File: config.mk
export PLATFORM = sky130hd
export DESIGN_NAME = df_fir_mac_flat
export DESIGN_NICKNAME = d
export VERILOG_FILES = /design/src/rtl/df_fir_mac_if.sv /design/src/rtl/df_fir_mac.sv /design/src/flat_wrapper.sv
export SDC_FILE = /design/constraint.sdc
export NUM_CORES = 1
export LEC_CHECK = 0
export CELL_PAD_IN_SITES_DETAIL_PLACEMENT = 1
export CELL_PAD_IN_SITES_GLOBAL_PLACEMENT = 1
export CORE_MARGIN = 10
export CORE_UTILIZATION = 45
export DETAILED_ROUTE_END_ITERATION = 7
export HOLD_SLACK_MARGIN = 0.15
export PLACE_DENSITY = 0.77
export SLEW_MARGIN = 20
export SYNTH_ARGS = -nofsm -noshare
export SYNTH_HDL_FRONTEND = slang
export SYNTH_SLANG_ARGS = --single-unit
File: constraint.sdc
create_clock -name clk -period 5.88 [get_ports clk]
set_input_delay 1.176 -clock clk [delete_from_list [all_inputs] [get_ports clk]]
set_output_delay 1.176 -clock clk [all_outputs]
set_load 0.01 [all_outputs]
File: src/rtl/df_fir_mac_if.sv
// Handshake and coefficient-write bundle for the df_fir_mac FIR stage.
// The master side is the sample source and result consumer; the slave side is the filter.
interface df_fir_mac_if #(
    parameter int TAPS = 4
);
    localparam int AW = (TAPS > 1) ? $clog2(TAPS) : 1;

    logic          in_valid;
    logic          in_ready;
    logic [7:0]    in_sample;
    logic [8:0]    offset;
    logic          coef_we;
    logic [AW-1:0] coef_addr;
    logic [3:0]    coef_data;
    logic          out_valid;
    logic          out_ready;
    logic [8:0]    out_a;
    logic [8:0]    out_b;
    logic          out_sat;

    modport master (
        output in_valid, in_sample, offset, coef_we, coef_addr, coef_data, out_ready,
        input  in_ready, out_valid, out_a, out_b, out_sat
    );

    modport slave (
        input  in_valid, in_sample, offset, coef_we, coef_addr, coef_data, out_ready,
        output in_ready, out_valid, out_a, out_b, out_sat
    );
endinterface

File: src/rtl/df_fir_mac.sv
// Serial FIR multiply-accumulate: one tap per clock over a TAPS-deep delay line,
// then arithmetic shift and clamp to a 9-bit signed operand paired with a DC offset.
module df_fir_mac #(
    parameter int TAPS  = 4,
    parameter int SHIFT = 2
) (
    input logic         clk,
    input logic         rst_n,
    df_fir_mac_if.slave bus
);
    localparam int AW    = (TAPS > 1) ? $clog2(TAPS) : 1;
    localparam int ACC_W = 12 + $clog2(TAPS);
    localparam logic [AW-1:0]           LAST_IDX = AW'(TAPS - 1);
    localparam logic signed [ACC_W-1:0] CLAMP_HI = ACC_W'(255);
    localparam logic signed [ACC_W-1:0] CLAMP_LO = ACC_W'(-256);

    typedef enum logic [1:0] {
        ST_IDLE = 2'd0,
        ST_MAC  = 2'd1,
        ST_OUT  = 2'd2
    } state_t;

    state_t                   state_r, state_s;
    logic [7:0]               x_r    [TAPS];
    logic signed [3:0]        coef_r [TAPS];
    logic signed [ACC_W-1:0]  acc_r;
    logic [AW-1:0]            idx_r;
    logic [8:0]               off_r;
    logic                     in_ready_r;
    logic                     out_valid_r;
    logic [8:0]               out_a_r;
    logic [8:0]               out_b_r;
    logic                     out_sat_r;

    logic                     accept_s;
    logic                     load_s;
    logic                     done_s;
    logic                     coef_wr_s;
    logic signed [ACC_W-1:0]  x_ext_s;
    logic signed [ACC_W-1:0]  c_ext_s;
    logic signed [ACC_W-1:0]  prod_s;
    logic signed [ACC_W-1:0]  shifted_s;
    logic [8:0]               clamp_s;
    logic                     sat_s;

    // State register.
    always_ff @(posedge clk or negedge rst_n) begin
        if (!rst_n) begin
            state_r <= ST_IDLE;
        end else begin
            state_r <= state_s;
        end
    end

    // Next-state decode; OUT loads the result on its first edge, then waits for the handshake.
    always_comb begin
        state_s  = state_r;
        accept_s = 1'b0;
        load_s   = 1'b0;
        done_s   = 1'b0;
        case (state_r)
            ST_IDLE: begin
                if (bus.in_valid) begin
                    accept_s = 1'b1;
                    state_s  = ST_MAC;
                end else begin
                    state_s  = ST_IDLE;
                end
            end
            ST_MAC: begin
                if (idx_r == LAST_IDX) begin
                    state_s = ST_OUT;
                end else begin
                    state_s = ST_MAC;
                end
            end
            ST_OUT: begin
                if (!out_valid_r) begin
                    load_s  = 1'b1;
                end else if (bus.out_ready) begin
                    done_s  = 1'b1;
                    state_s = ST_IDLE;
                end else begin
                    state_s = ST_OUT;
                end
            end
            default: begin
                state_s = ST_IDLE;
            end
        endcase
    end

    // Unsigned sample times signed coefficient, both widened to the accumulator width.
    always_comb begin
        x_ext_s   = {{(ACC_W-8){1'b0}}, x_r[idx_r]};
        c_ext_s   = {{(ACC_W-4){coef_r[idx_r][3]}}, coef_r[idx_r]};
        prod_s    = x_ext_s * c_ext_s;
        coef_wr_s = (state_r == ST_IDLE) && bus.coef_we && (int'(bus.coef_addr) < TAPS);
    end

    // Floor shift first, then clamp into the 9-bit signed operand range.
    always_comb begin
        shifted_s = acc_r >>> SHIFT;
        clamp_s   = shifted_s[8:0];
        sat_s     = 1'b0;
        if (shifted_s > CLAMP_HI) begin
            clamp_s = 9'h0FF;
            sat_s   = 1'b1;
        end else if (shifted_s < CLAMP_LO) begin
            clamp_s = 9'h100;
            sat_s   = 1'b1;
        end else begin
            clamp_s = shifted_s[8:0];
            sat_s   = 1'b0;
        end
    end

    // Delay line, coefficients, accumulator and output registers.
    always_ff @(posedge clk or negedge rst_n) begin
        if (!rst_n) begin
            for (int k = 0; k < TAPS; k++) begin
                x_r[k]    <= 8'd0;
                coef_r[k] <= 4'sd0;
            end
            coef_r[0]   <= 4'sd4;
            acc_r       <= '0;
            idx_r       <= '0;
            off_r       <= 9'd0;
            in_ready_r  <= 1'b1;
            out_valid_r <= 1'b0;
            out_a_r     <= 9'd0;
            out_b_r     <= 9'd0;
            out_sat_r   <= 1'b0;
        end else begin
            in_ready_r <= (state_s == ST_IDLE);
            if (coef_wr_s) begin
                coef_r[bus.coef_addr] <= bus.coef_data;
            end
            if (accept_s) begin
                for (int k = TAPS - 1; k > 0; k--) begin
                    x_r[k] <= x_r[k-1];
                end
                x_r[0] <= bus.in_sample;
                off_r  <= bus.offset;
                acc_r  <= '0;
                idx_r  <= '0;
            end else if (state_r == ST_MAC) begin
                acc_r <= acc_r + prod_s;
                idx_r <= idx_r + 1'b1;
            end
            if (load_s) begin
                out_a_r     <= clamp_s;
                out_b_r     <= off_r;
                out_sat_r   <= sat_s;
                out_valid_r <= 1'b1;
            end else if (done_s) begin
                out_valid_r <= 1'b0;
            end
        end
    end

    assign bus.in_ready  = in_ready_r;
    assign bus.out_valid = out_valid_r;
    assign bus.out_a     = out_a_r;
    assign bus.out_b     = out_b_r;
    assign bus.out_sat   = out_sat_r;
endmodule
File: src/flat_wrapper.sv
// flat-port wrapper written by rule: the top's interface ports become plain ports
module df_fir_mac_flat 
#(
    parameter int TAPS  = 4,
    parameter int SHIFT = 2
)
  (clk, rst_n, bus_in_valid, bus_in_sample, bus_offset, bus_coef_we, bus_coef_addr, bus_coef_data, bus_out_ready, bus_in_ready, bus_out_valid, bus_out_a, bus_out_b, bus_out_sat);
  df_fir_mac_if #(.TAPS(TAPS)) bus_i ();
  input logic clk;
  input logic rst_n;
  input wire logic [$bits(bus_i.in_valid)-1:0] bus_in_valid;
  input wire logic [$bits(bus_i.in_sample)-1:0] bus_in_sample;
  input wire logic [$bits(bus_i.offset)-1:0] bus_offset;
  input wire logic [$bits(bus_i.coef_we)-1:0] bus_coef_we;
  input wire logic [$bits(bus_i.coef_addr)-1:0] bus_coef_addr;
  input wire logic [$bits(bus_i.coef_data)-1:0] bus_coef_data;
  input wire logic [$bits(bus_i.out_ready)-1:0] bus_out_ready;
  output wire logic [$bits(bus_i.in_ready)-1:0] bus_in_ready;
  output wire logic [$bits(bus_i.out_valid)-1:0] bus_out_valid;
  output wire logic [$bits(bus_i.out_a)-1:0] bus_out_a;
  output wire logic [$bits(bus_i.out_b)-1:0] bus_out_b;
  output wire logic [$bits(bus_i.out_sat)-1:0] bus_out_sat;
  assign bus_i.in_valid = bus_in_valid;
  assign bus_i.in_sample = bus_in_sample;
  assign bus_i.offset = bus_offset;
  assign bus_i.coef_we = bus_coef_we;
  assign bus_i.coef_addr = bus_coef_addr;
  assign bus_i.coef_data = bus_coef_data;
  assign bus_i.out_ready = bus_out_ready;
  assign bus_in_ready = bus_i.in_ready;
  assign bus_out_valid = bus_i.out_valid;
  assign bus_out_a = bus_i.out_a;
  assign bus_out_b = bus_i.out_b;
  assign bus_out_sat = bus_i.out_sat;
  df_fir_mac #(.TAPS(TAPS), .SHIFT(SHIFT)) u_core (.clk(clk), .rst_n(rst_n), .bus(bus_i));
endmodule
Yosys cells after proc, flatten, opt, wreduce, memory -nomap -nowiden
Index checks and enable logic that the tools add are counted. W data, S select, Z words.

RAM bits: 0. ROM bits: 0. Bits in latches: 0. Bits of input ports: 28. Memories kept: 0. Register bits: 96.

Div/mod/pow operators: 0. Multipliers: 1. Muxes and demuxes: 31. Shift-type cells: 0. Bitwise gates (word level): 2. Reduce and logical (&&, ||, !) cells: 6. Magnitude comparators: 5. Add/subtract/negate cells: 2. Equal/unequal tests: 3.

Operators by type and width (number): $mux W14 (2); $mux W9 (2); $bmux W8 S2 (1); $bwmux W16 (1); $mux W8 (2); $add A14 B13 Y14 (1); $mul A9 B4 Y13 (1); $gt A12 B9 Y1 const B (1); $lt A12 B9 Y1 const B (1); $mux W1 (12); $mux W4 (3); $mux W2 (5); $bmux W4 S2 (1); $demux W4 S2 (1); $ge A3 B3 Y1 const B (2); $not A2 Y3 (2); $pmux W2 S3 (1); $eq A2 B2 Y1 const B (2); $logic_not A2 Y1 (2); $reduce_bool A2 Y1 (2); $lt A3 B1 Y1 const B (1); $add A2 B1 Y2 const B (1); $eq A2 B1 Y1 const B (1); $logic_and A1 B1 Y1 (2).

Depth between registers and ports, before layout
Depth in word-level cells: 8. Depth in mapped cells: 17. Depth with buffers taken out: 16.

Worst setup path before layout
No wires, ideal clock.

Path kind: flip-flop to flip-flop. From: register u_core.idx_r[0]. To: register u_core.acc_r[13]. Required time: 5.809 ns. Arrival time: 4.768 ns. Cell stages (with the launch flop): 16. Setup slack: 1.041 ns. Setup time: 0.071 ns. Path buffers: 2. Cells stage by stage: dfrtp_1 -> clkbuf_1 -> buf_2 -> mux4_2 -> and2_1 -> fa_1 -> fa_1 -> inv_1 -> fa_1 -> inv_1 -> ha_1 -> nand2_1 -> o311ai_2 -> a31oi_1 -> or4_1 -> nand4_1.

Cells in the longest elaborated chain, start to end: 8. Elaborated cells on any way between the ends: 11. Classes of those cells: add/sub: 1; mul: 1; mux: 8; bitwise: 1.

Ends and longest elaborated chain: start: declaration (line df_fir_mac.sv:27) `logic [AW-1:0] idx_r;`; start signal: assignment (line df_fir_mac.sv:149) `idx_r <= idx_r + 1'b1;`; $not A2 Y3 (implied by the code) * (line df_fir_mac.sv:95, df_fir_mac.sv:96); $bmux W8 S2 / $bmux W4 S2 (equally long branches) (line df_fir_mac.sv:95, df_fir_mac.sv:96); $mux W8 (implied by the code) / $mux W4 (equally long branches) (2 in a row) (line df_fir_mac.sv:95, df_fir_mac.sv:96); $mul A9 B4 Y13 * (line df_fir_mac.sv:97) `prod_s = x_ext_s * c_ext_s;`; $add A14 B13 Y14 * (line df_fir_mac.sv:148) `acc_r <= acc_r + prod_s;`; $mux W14 * (line df_fir_mac.sv:147) `end else if (state_r == ST_MAC) begin`; $mux W14 * (line df_fir_mac.sv:139) `if (accept_s) begin`; end signal: assignment (line df_fir_mac.sv:148); end: declaration (line df_fir_mac.sv:26) `logic signed [ACC_W-1:0] acc_r;`.

Every way passes the cells marked *; elsewhere a longest branch is shown, timed or not. The select of a mux whose other input is x is not followed. A chain may end at the register's enable or synchronous reset.

Worst setup path after layout
Ends and elaborated chain as after synthesis.

==> qor.txt <==
1st-iter DRT viols: 142
Vias: 3630
#FFs+latches synth: 96
Synth Cell Area: 5451 µm²
Yosys cell types: 46
Ports: 49
via/cell ratio: 5.370
average wire per standard cell: 17.51 µm
n_diodes: 0
Worst slew margin: 28.59%
Synth Warn #: 0
CP Class: register to register
Tmin final: 5001 ps
Post-synth ARST share: 100.0%
Die W: 130.1 µm
worst-path cell chain: buf_4, mux4_2, and2_1, fa_1, fa_1, inv_1, fa_1, inv_1, ha_1, nand2_1, o311ai_2, a31oi_1, or4_1, nand4_1
post-synthesis net count: 556
Crit-path slowest cell: dfrtp_1
first-pass GRT wire length: 20.31 mm
die area: 16920 µm²
Worst-Margin Slew: 1071 ps
Mapped Cells: 475
Site Rows: 40
hpwl dp: 9.236 mm
cts repair resizes: 0
status: finished clean
DRC viols: 0
Final setup viols: 0
skew final: 5.230 ps
Most common cell on crit path: fa_1
# hold bufs at CTS: 0
largest family of logic cells by synthesized area: multiplexers
final instance area: 6389 µm²
Worst Path Arrival: 5290 ps
I/O Buffers: 48
CORE AREA: 11960 µm²
RSZ-0062 raised after global routing: no
htree depth: 3
EDFF count, synth: 0
sequential share of the synthesized area: 44.11%
Final Slew Violations: 0
all-layer global routing usage: 15.18%
Nets: 605
final core utilization: 53.41%
simple logic cell fraction of the synthesized area: 11.29%
xor and xnor area share after synthesis: 1.446%
Post-CTS Setup Bufs: 0
CTS tree: done
most common cell after layout, fill and taps aside: dfrtp_1
starting density of the core: 45.58%
final period utilization: 85.05%
top-area cell type share of the netlist area: 43.15%
Final Hold Viols: 0
post-synthesis compound-gate area fraction: 6.105%
Worst setup SP type: register
Max Buffers Root-to-Sink: 2
largest net degree at the start of global routing: 62
Worst-path clk slew: 60 ps
Die H: 130.1 µm
mux share of post-synthesis cell area: 17.21%
gp weighted congestion: 0.8142
CP Max Fanout: 10
synth top area cells: dfrtp_1 (43%), mux2_2 (12%), fa_1 (8.4%), ha_1 (6.9%), nand2_1 (5.0%)
Total Wirelength: 11.84 mm
crit end category: register
most frequent cells in the layout: dfrtp_1 (94), nand2_1 (72), mux2_2 (57)
Detail Route Antenna Nets: 0
Layout Area Growth over Synthesis: 17.19%
Placed Area: 6088 µm²
GRT Residual Overflow: 0
max cap viols: 0
Synth Area in Adders: 15.33%
TritonRoute pass-1 iters: 4
Max Clk Rate: 200.0 MHz
Clock Latency Late Sink: 350 ps
worst endpoint required time: 6170 ps
Num CTS Buffers: 9
CTS Sinks: 96
initial antenna violation count: 0
Main synth FF type: dfrtp_1
setup_tns: 0 ps
worst hold path type: register to register
vias in the first global route: 4137
root buffer cell: clkbuf_16
CP peak stage delay: 670 ps
fraction of layout instances using a drive strength above 1: 18.15%
Syn Area/Cell: 11.48 µm²
area leader, netlist: dfrtp_1
==> final timing paths <==
path	from	end	slack, ps	depth (start not counted)
setup reg to reg	u_core.idx_r[0]	u_core.acc_r[13]	880	14
max in group asynchronous	rst_n	u_core.bus.out_a[8]	3980	2
hold reg to reg	u_core.bus.out_a[6]	u_core.bus.out_a[6]	470	2
min in group asynchronous	rst_n	u_core.coef_r[8]	760	1
hold / removal	u_core.bus.out_a[6]	u_core.bus.out_a[6]	470	2
setup / recovery	u_core.idx_r[0]	u_core.acc_r[13]	880	14
==> stage by stage <==
stage	hold WS [ps]	setup WS, ps	std cells
6_report	465.8	879.0	676
5_1_grt	506.8	489.3	676
4_1_cts	471.1	800.1	676
3_5_place_dp	452.4	833.8	660
3_3_place_gp	443.2	970.2	660
2_1_floorplan	434.8	1041	475
==> synth_stat cells (all sizes together) (3+ instances only) <==
master  count
nand2      72
o21ai      12
mux2       58
a22o        5
dfrtp      94
nor2       16
nor3        3
clkbuf     12
mux4       11
xor2        4
mux2i       3
inv        48
a21oi       8
nand3       4
buf         3
fa         23
nand4       5
nand2b      3
a21o        5
ha         30
xnor2       5
o22ai       3
and2       23
==> cell families (layout without fill, tap and decap cells) <==
logic type / after synthesis / in the layout
flip-flops: 96 / 96
buffers and inverters: 63 / 117
AND/OR/NAND/NOR: 134 / 134
XOR/XNOR: 9 / 9
AO/OA/AOI/OAI: 48 / 48
adder cells (fa/ha/maj): 53 / 53
multiplexers: 72 / 72
==> critical path: cells and delay by family, from the launching register on <==
| kind | cells | cell delay (ps) |
|---|---|---|
| DFF | 1 | 670 |
| adders and majority gates | 4 | 1880 |
| AOI/OAI and AO/OA | 2 | 590 |
| and+or+nand+nor | 4 | 930 |
| buffers and inverters | 3 | 330 |
| muxes | 1 | 530 |
==> registers in the layout, indices dropped and copies added, names as in the netlist, 2 cells and up <==
register          flops
u_core.bus.out_a      9
u_core.acc_r         14
u_core.coef_r        16
u_core.off_r          9
u_core.state_r        2
u_core.bus.out_b      9
u_core.x_r           32
u_core.idx_r          2
==> final cells by class <==
class                           count  area [µm²]
Fill cell                        1305        5573
Multi-Input combinational cell    316        2801
Sequential cell                    96        2405
Timing Repair Buffer               53       515.5
Clock buffer                       13       260.3
Tap cell                          147       183.9
Inverter                           48       182.7
Clock inverter                      3       40.04
==> layer usage <==
metal,track usage [%],vias to the layer above,wire (µm)
li1,-,1702,-
met1,17.57,1861,5055
met2,26.87,55,6115
met3,3.976,12,522
met4,4.630,0,144
met5,0,-,0
Power is not shown: default switching activity piles up to over one toggle a cycle in this logic, so the estimate is an artifact.
